File: config.mk
export PLATFORM = sky130hd
export DESIGN_NAME = dcache_qspi_fill_flat
export DESIGN_NICKNAME = d
export VERILOG_FILES = /design/src/rtl/dcache_qspi_fill_if.sv /design/src/rtl/dcache_qspi_fill.sv /design/src/flat_wrapper.sv
export SDC_FILE = /design/constraint.sdc
export NUM_CORES = 1
export LEC_CHECK = 0
export CAP_MARGIN = 20
export CORE_AREA = 2 2 95 97
export DETAILED_ROUTE_END_ITERATION = 16
export DIE_AREA = 0 0 97 99
export GPL_TIMING_DRIVEN = 0
export HOLD_SLACK_MARGIN = 0.1
export MAX_ROUTING_LAYER = met4
export PLACE_DENSITY = 0.76
export SLEW_MARGIN = 10
export SYNTH_ARGS = -nofsm -noshare
export SYNTH_HDL_FRONTEND = slang
export SYNTH_SLANG_ARGS = --single-unit
File: constraint.sdc
create_clock -name clk -period 5.95 [get_ports clk]
set_clock_uncertainty 0.2 [all_clocks]
set_input_delay 1.19 -clock clk [delete_from_list [all_inputs] [get_ports clk]]
set_output_delay 1.19 -clock clk [all_outputs]
set_load 0.02 [all_outputs]
File: src/rtl/dcache_qspi_fill_if.sv
// Cache-side line port of dcache_qspi_fill.
// The cache (master) raises pull/push with the line tag and supplies dwrite
// nibbles while rstrobe_d is high. The fill engine (slave) returns dread
// nibbles while wstrobe_d is high and reports busy/done.
interface dcache_qspi_fill_if #(
    parameter int PA = 22
);
    logic            pull;
    logic            push;
    logic [PA-3:0]   tag;
    logic [3:0]      dwrite;
    logic [3:0]      dread;
    logic            rstrobe_d;
    logic            wstrobe_d;
    logic            busy;
    logic            done;

    modport master (
        output pull, push, tag, dwrite,
        input  dread, rstrobe_d, wstrobe_d, busy, done
    );

    modport slave (
        input  pull, push, tag, dwrite,
        output dread, rstrobe_d, wstrobe_d, busy, done
    );
endinterface

File: src/rtl/dcache_qspi_fill.sv
// dcache_qspi_fill: memory-side engine for the data cache nibble line port.
// Line fills (pull) read a 4-byte line from a quad-mode PSRAM and stream it
// into the cache as an 8-cycle wstrobe_d burst; write-backs (push) first
// collect an 8-cycle rstrobe_d burst from the cache, then write it out.
// One SCK period is two clk cycles: phase 0 (sck=0, dout changes) and
// phase 1 (sck=1); qspi_din is captured on the clk edge that ends phase 1.
// Optional feature macro: QSPI_CS_GAP_EN stretches the closing cs_n-high
// gap to CS_GAP clks, with done in the last of them.
module dcache_qspi_fill #(
    parameter int         LINE_LENGTH = 4,
    parameter int         PA          = 22,
    parameter logic [7:0] CMD_READ    = 8'hEB,
    parameter logic [7:0] CMD_WRITE   = 8'h38,
    parameter int         DUMMY       = 6,
    parameter int         CS_GAP      = 4
) (
    input  logic                clk,
    input  logic                reset_n,
    dcache_qspi_fill_if.slave   cif,
    output logic                qspi_cs_n,
    output logic                qspi_sck,
    output logic [3:0]          qspi_dout,
    output logic                qspi_oe,
    input  logic [3:0]          qspi_din
);

    localparam int NIBBLES   = 2 * LINE_LENGTH;
    localparam int CMD_CLKS  = 4;
    localparam int ADDR_CLKS = 12;
    localparam int WAIT_CLKS = 2 * DUMMY;
    localparam int DATA_CLKS = 2 * NIBBLES;
`ifdef QSPI_CS_GAP_EN
    localparam int GAP_CLKS  = CS_GAP;
`else
    // CS_GAP has no effect in this build; the closing gap is one clk.
    localparam int GAP_CLKS  = 1 + 0 * CS_GAP;
`endif
    localparam int CNT_W     = 8;

    typedef enum logic [2:0] {
        S_IDLE,
        S_LOAD,
        S_CMD,
        S_ADDR,
        S_WAIT,
        S_DATA,
        S_DRAIN,
        S_GAP
    } state_t;

    state_t           state;
    state_t           state_nx;
    logic [CNT_W-1:0] cnt;
    logic             cnt_clr;
    logic             is_push;
    logic [PA-3:0]    tag_q;
    logic [3:0]       line_buf [NIBBLES];
    logic [23:0]      addr24;
    logic [7:0]       opcode;
    logic [3:0]       addr_nib;

    logic             cs_n_c;
    logic             sck_c;
    logic             oe_c;
    logic [3:0]       dout_c;
    logic             rstrobe_c;
    logic             wstrobe_c;
    logic [3:0]       dread_c;
    logic             busy_c;
    logic             done_c;

    assign addr24 = {{(24 - PA){1'b0}}, tag_q, 2'b00};
    assign opcode = is_push ? CMD_WRITE : CMD_READ;

    // Address nibble for the current ADDR SCK cycle, most significant first.
    always_comb begin
        addr_nib = 4'h0;
        case (cnt[3:1])
            3'd0:    addr_nib = addr24[23:20];
            3'd1:    addr_nib = addr24[19:16];
            3'd2:    addr_nib = addr24[15:12];
            3'd3:    addr_nib = addr24[11:8];
            3'd4:    addr_nib = addr24[7:4];
            3'd5:    addr_nib = addr24[3:0];
            default: addr_nib = 4'h0;
        endcase
    end

    // State register and per-phase clk counter; the counter restarts at
    // every phase transition so it never spills into the next phase.
    always_ff @(posedge clk or negedge reset_n) begin
        if (!reset_n) begin
            state <= S_IDLE;
            cnt   <= '0;
        end else begin
            state <= state_nx;
            cnt   <= cnt_clr ? '0 : cnt + 1'b1;
        end
    end

    // Request latch: direction and line tag are captured only when idle.
    always_ff @(posedge clk or negedge reset_n) begin
        if (!reset_n) begin
            is_push <= 1'b0;
            tag_q   <= '0;
        end else if (state == S_IDLE && (cif.push || cif.pull)) begin
            is_push <= cif.push;
            tag_q   <= cif.tag;
        end
    end

    // Line buffer: filled from the cache in LOAD, from the PSRAM in read DATA.
    always_ff @(posedge clk or negedge reset_n) begin
        if (!reset_n) begin
            for (int i = 0; i < NIBBLES; i++) begin
                line_buf[i] <= 4'h0;
            end
        end else if (state == S_LOAD) begin
            line_buf[cnt[2:0]] <= cif.dwrite;
        end else if (state == S_DATA && !is_push && cnt[0]) begin
            line_buf[cnt[3:1]] <= qspi_din;
        end
    end

    // Next-state and output decode from state and phase counter.
    always_comb begin
        state_nx  = state;
        cnt_clr   = 1'b0;
        cs_n_c    = 1'b1;
        sck_c     = 1'b0;
        oe_c      = 1'b0;
        dout_c    = 4'h0;
        rstrobe_c = 1'b0;
        wstrobe_c = 1'b0;
        dread_c   = 4'h0;
        done_c    = 1'b0;
        busy_c    = (state != S_IDLE);
        case (state)
            S_IDLE: begin
                cnt_clr = 1'b1;
                if (cif.push) begin
                    state_nx = S_LOAD;
                end else if (cif.pull) begin
                    state_nx = S_CMD;
                end
            end
            S_LOAD: begin
                rstrobe_c = 1'b1;
                if (cnt == CNT_W'(NIBBLES - 1)) begin
                    state_nx = S_CMD;
                    cnt_clr  = 1'b1;
                end
            end
            S_CMD: begin
                cs_n_c = 1'b0;
                sck_c  = cnt[0];
                oe_c   = 1'b1;
                dout_c = cnt[1] ? opcode[3:0] : opcode[7:4];
                if (cnt == CNT_W'(CMD_CLKS - 1)) begin
                    state_nx = S_ADDR;
                    cnt_clr  = 1'b1;
                end
            end
            S_ADDR: begin
                cs_n_c = 1'b0;
                sck_c  = cnt[0];
                oe_c   = 1'b1;
                dout_c = addr_nib;
                if (cnt == CNT_W'(ADDR_CLKS - 1)) begin
                    state_nx = is_push ? S_DATA : S_WAIT;
                    cnt_clr  = 1'b1;
                end
            end
            S_WAIT: begin
                cs_n_c = 1'b0;
                sck_c  = cnt[0];
                if (cnt == CNT_W'(WAIT_CLKS - 1)) begin
                    state_nx = S_DATA;
                    cnt_clr  = 1'b1;
                end
            end
            S_DATA: begin
                cs_n_c = 1'b0;
                sck_c  = cnt[0];
                oe_c   = is_push;
                dout_c = is_push ? line_buf[cnt[3:1]] : 4'h0;
                if (cnt == CNT_W'(DATA_CLKS - 1)) begin
                    state_nx = is_push ? S_GAP : S_DRAIN;
                    cnt_clr  = 1'b1;
                end
            end
            S_DRAIN: begin
                cs_n_c    = 1'b0;
                wstrobe_c = 1'b1;
                dread_c   = line_buf[cnt[2:0]];
                if (cnt == CNT_W'(NIBBLES - 1)) begin
                    state_nx = S_GAP;
                    cnt_clr  = 1'b1;
                end
            end
            S_GAP: begin
                done_c = (cnt == CNT_W'(GAP_CLKS - 1));
                busy_c = !done_c;
                if (done_c) begin
                    state_nx = S_IDLE;
                    cnt_clr  = 1'b1;
                end
            end
            default: begin
                state_nx = S_IDLE;
                cnt_clr  = 1'b1;
            end
        endcase
    end

    assign qspi_cs_n     = cs_n_c;
    assign qspi_sck      = sck_c;
    assign qspi_oe       = oe_c;
    assign qspi_dout     = dout_c;
    assign cif.rstrobe_d = rstrobe_c;
    assign cif.wstrobe_d = wstrobe_c;
    assign cif.dread     = dread_c;
    assign cif.busy      = busy_c;
    assign cif.done      = done_c;

endmodule

File: src/flat_wrapper.sv
// flat-port wrapper written by rule: the top's interface ports become plain ports
module dcache_qspi_fill_flat 
#(
    parameter int         LINE_LENGTH = 4,
    parameter int         PA          = 22,
    parameter logic [7:0] CMD_READ    = 8'hEB,
    parameter logic [7:0] CMD_WRITE   = 8'h38,
    parameter int         DUMMY       = 6,
    parameter int         CS_GAP      = 4
)
  (clk, reset_n, qspi_cs_n, qspi_sck, qspi_dout, qspi_oe, qspi_din, cif_pull, cif_push, cif_tag, cif_dwrite, cif_dread, cif_rstrobe_d, cif_wstrobe_d, cif_busy, cif_done);
  dcache_qspi_fill_if #(.PA(PA)) cif_i ();
  input  logic clk;
  input  logic reset_n;
  output logic qspi_cs_n;
  output logic qspi_sck;
  output logic [3:0] qspi_dout;
  output logic qspi_oe;
  input  logic [3:0] qspi_din;
  input wire logic [$bits(cif_i.pull)-1:0] cif_pull;
  input wire logic [$bits(cif_i.push)-1:0] cif_push;
  input wire logic [$bits(cif_i.tag)-1:0] cif_tag;
  input wire logic [$bits(cif_i.dwrite)-1:0] cif_dwrite;
  output wire logic [$bits(cif_i.dread)-1:0] cif_dread;
  output wire logic [$bits(cif_i.rstrobe_d)-1:0] cif_rstrobe_d;
  output wire logic [$bits(cif_i.wstrobe_d)-1:0] cif_wstrobe_d;
  output wire logic [$bits(cif_i.busy)-1:0] cif_busy;
  output wire logic [$bits(cif_i.done)-1:0] cif_done;
  assign cif_i.pull = cif_pull;
  assign cif_i.push = cif_push;
  assign cif_i.tag = cif_tag;
  assign cif_i.dwrite = cif_dwrite;
  assign cif_dread = cif_i.dread;
  assign cif_rstrobe_d = cif_i.rstrobe_d;
  assign cif_wstrobe_d = cif_i.wstrobe_d;
  assign cif_busy = cif_i.busy;
  assign cif_done = cif_i.done;
  dcache_qspi_fill #(.LINE_LENGTH(LINE_LENGTH), .PA(PA), .CMD_READ(CMD_READ), .CMD_WRITE(CMD_WRITE), .DUMMY(DUMMY), .CS_GAP(CS_GAP)) u_core (.clk(clk), .reset_n(reset_n), .cif(cif_i), .qspi_cs_n(qspi_cs_n), .qspi_sck(qspi_sck), .qspi_dout(qspi_dout), .qspi_oe(qspi_oe), .qspi_din(qspi_din));
endmodule
==> qor.txt <==
Yosys top cell by area = dfrtp_1
# rows = 34
CTS Sinks = 64
final RePlAce weighted congestion = 1.002
endpoints failing setup = 0
Final HPWL DP = 8555 µm
fin crit share = 72.39%
fmax = 232.2 MHz
CTS Hold Bufs = 0
Antenna Nets Post-Route = 0
Worst Path Class, Setup = flop to output port
worst-margin pin slew = 815.3 ps
static leakage = 2.125 nW
Syn Std Cell Area = 4192 µm²
CTS Buf Count = 9
WL/cell = 20.81 µm
IO Port Bufs = 46
Slowest Stage Delay on Critical Path = 650 ps
gr usage total = 25.90%
Initial DRT Pass Iterations = 6
CP dominant cell by count = buf_4
status = complete, no violations
P per Cell Area = 484.0 nW/µm²
crit-path max FO = 10
fillcell total = 745
final hold violation count = 0
DRT iter0 DRCs = 355
critical path data arrival time = 2920 ps
Distinct cells, synth = 53
RSZ-0062 raised after global routing = no
die area = 9603 µm²
synthesized flop and latch total = 64
Multi-input gate area = 2404 µm²
most common flop cell mapped by yosys = dfrtp_1
TritonCTS clock tree = done
WP data required = 4560 ps
Setup Buffers After CTS = 0
share of cells above drive strength 1 = 26.51%
Core Region = 8551 µm²
yosys warns = 0
Clk Tree Root Cell = clkbuf_8
max-slew violations = 0
detail-routed via count per cell = 6.516
Avg Cell Area, Syn = 10.40 µm²
number of enable flip-flop cells after synthesis = 0
CP bufs+invs = 4
top cell type's share of synthesized area = 38.21%
H-tree depth = 3
CP delay by family, top = buffers and inverters
startpoint types = flop
Die Y = 99 µm
CTS clk-pin slew, worst paths = 70 ps
final routed DRC violation total = 0
post-synthesis sequential area ratio = 38.21%
first-pass GRT wire length = 19,010 µm
Synth Instances = 403
HP Class = flop to flop
largest net degree at the start of global routing = 65
Slew HR = 45.65%
final core occ = 57.96%
Max-cap violations = 0
routed wire length = 11,900 µm
num ports = 47
Critical Path End Type = output port
Final Net Count = 500
Slowest cell on crit path = clkdlybuf4s50_1
Synth-to-Final Area Change = 18.24%
GRT overflow = 0
vias in the first global route = 3,588
Starting Density = 49.02%
Die W = 97 µm
clock latency on the worst-skew pair = 340 ps
Reg area = 1602 µm²
setup TNS = 0 ps
initial antenna violation count = 0
Area contributors post-synth = dfrtp_1 38%, mux2_2 15%, mux4_2 5.4%, o22ai_1 4.8%, nor2_1 3.0%
antenna fix cells = 0
VDD IR-drop max = 0.0001993 V
crit path time final = 4307 ps
clock buffer depth = 2
Net Count, Synth = 443
CP Cell Sequence = buf_4, buf_2, buf_4, nor3_1, a22oi_1, a31oi_1, clkdlybuf4s50_1
via count = 3,727
Async SR Flop Fraction = 100.0%
Resize count post-CTS = 0
-- cell usage after synthesis, drive strengths merged, types with 9 or more instances --
cell / number
nand3: 12
dfrtp: 64
o21ai: 24
buf: 22
o22ai: 32
nand2: 27
nor2: 33
inv: 10
mux2: 56
nor3: 10
mux4: 10
mux2i: 9
-- layout by cell type, fill, tap and decap left out, types with 5 or more instances in the layout --
cell / netlist / final
clkdlybuf4s50_1: 0 / 45
buf_2: 11 / 11
o22ai_1: 32 / 32
clkbuf_8: 0 / 10
inv_1: 7 / 7
mux2i_1: 9 / 9
nand2_1: 27 / 27
o21ai_0: 15 / 15
mux4_2: 10 / 10
dfrtp_1: 64 / 64
nor2_1: 33 / 33
a31oi_1: 8 / 8
and3_1: 5 / 5
mux2_2: 56 / 56
a22oi_1: 8 / 8
nand3_1: 12 / 12
a21oi_1: 8 / 8
buf_4: 10 / 11
ha_1: 8 / 8
nor3_1: 8 / 8
o21ai_2: 8 / 8
-- metal layers --
layer	part of all wire, %	global-route usage (%)	vias up	wire (µm)
met4	3.3	8.884	0	392
met2	46	39.58	232	5510
li1	-	-	1630	-
met1	42	34.43	1821	4997
met5	0	-	-	0
met3	8.4	5.603	44	1004
-- path summary, 6_finish.rpt --
check | start | to | slack, ps | cells after the start
worst min register to register | u_core.tag_q[9] | u_core.tag_q[9] | 310 | 1
max in group asynchronous | reset_n | u_core.line_buf[20] | 4280 | 1
min in group asynchronous | reset_n | u_core.tag_q[0] | 740 | 1
worst max-delay path | u_core.cnt[2] | cif_dread[0] | 1640 | 7
worst min-delay path | u_core.tag_q[9] | u_core.tag_q[9] | 310 | 1
worst max register to register | u_core.cnt[1] | u_core.state[1] | 3500 | 8
-- logic make-up (layout without fill, tap and decap cells) --
kind of cell             count (synthesis)  after routing  share of synthesized area [%]
AND/OR/NAND/NOR                        109            109                          13.46
AO/OA/AOI/OAI                          108            108                          17.88
multiplexers                            75             75                          22.57
flip-flops                              64             64                          38.21
buffers and inverters                   34             95                          4.448
adder cells (fa/ha/maj)                  8              8                          2.388
XOR/XNOR                                 5              5                          1.045
-- state kept, by name (all words and copies together) (netlist names) --
| register | cells |
|---|---|
| u_core.is_push | 1 |
| u_core.line_buf | 32 |
| u_core.tag_q | 20 |
| u_core.state | 3 |
| u_core.cnt | 8 |
-- metrics by stage --
stage	hold WS, ps	cells	area, µm²	power [W]	setup WS (ps)
finish	309.0	572	4956	0.002399	1643
global route	322.7	572	4956	0.002535	1584
CTS	311.6	572	4956	0.002373	1710
detailed placement	295.7	557	4785	0.002034	2102
global placement	286.7	557	4787	0.002002	1382
floorplan	273.3	403	4192	0.001631	2831
-- worst reg2reg max path, stage by stage, from the launching register on --
cell      delay, ps
dfrtp_1         480
buf_2           250
inv_1           170
ha_1            200
nand3_1          80
a21oi_1         200
o211ai_2        130
nor3_2          260
mux2_2          360
-- report_power, final --
part | internal, W | switching, W | total (W)
Sequential | 0.000568 | 0.000120 | 0.000688
Clock | 0.000159 | 0.000176 | 0.000335
Combinational | 0.000591 | 0.000784 | 0.00138
Total | 0.00132 | 0.00108 | 0.00240
-- layout make-up --
class	count	area share (%)
Tap cell	108	2.727
Multi-Input combinational cell	305	48.50
Buffer	24	3.004
Sequential cell	64	32.32
Clock inverter	5	0.6816
Inverter	10	0.7574
Timing Repair Buffer	46	9.240
Clock buffer	10	2.777
Note: power is estimated with default switching activity, not from simulation.
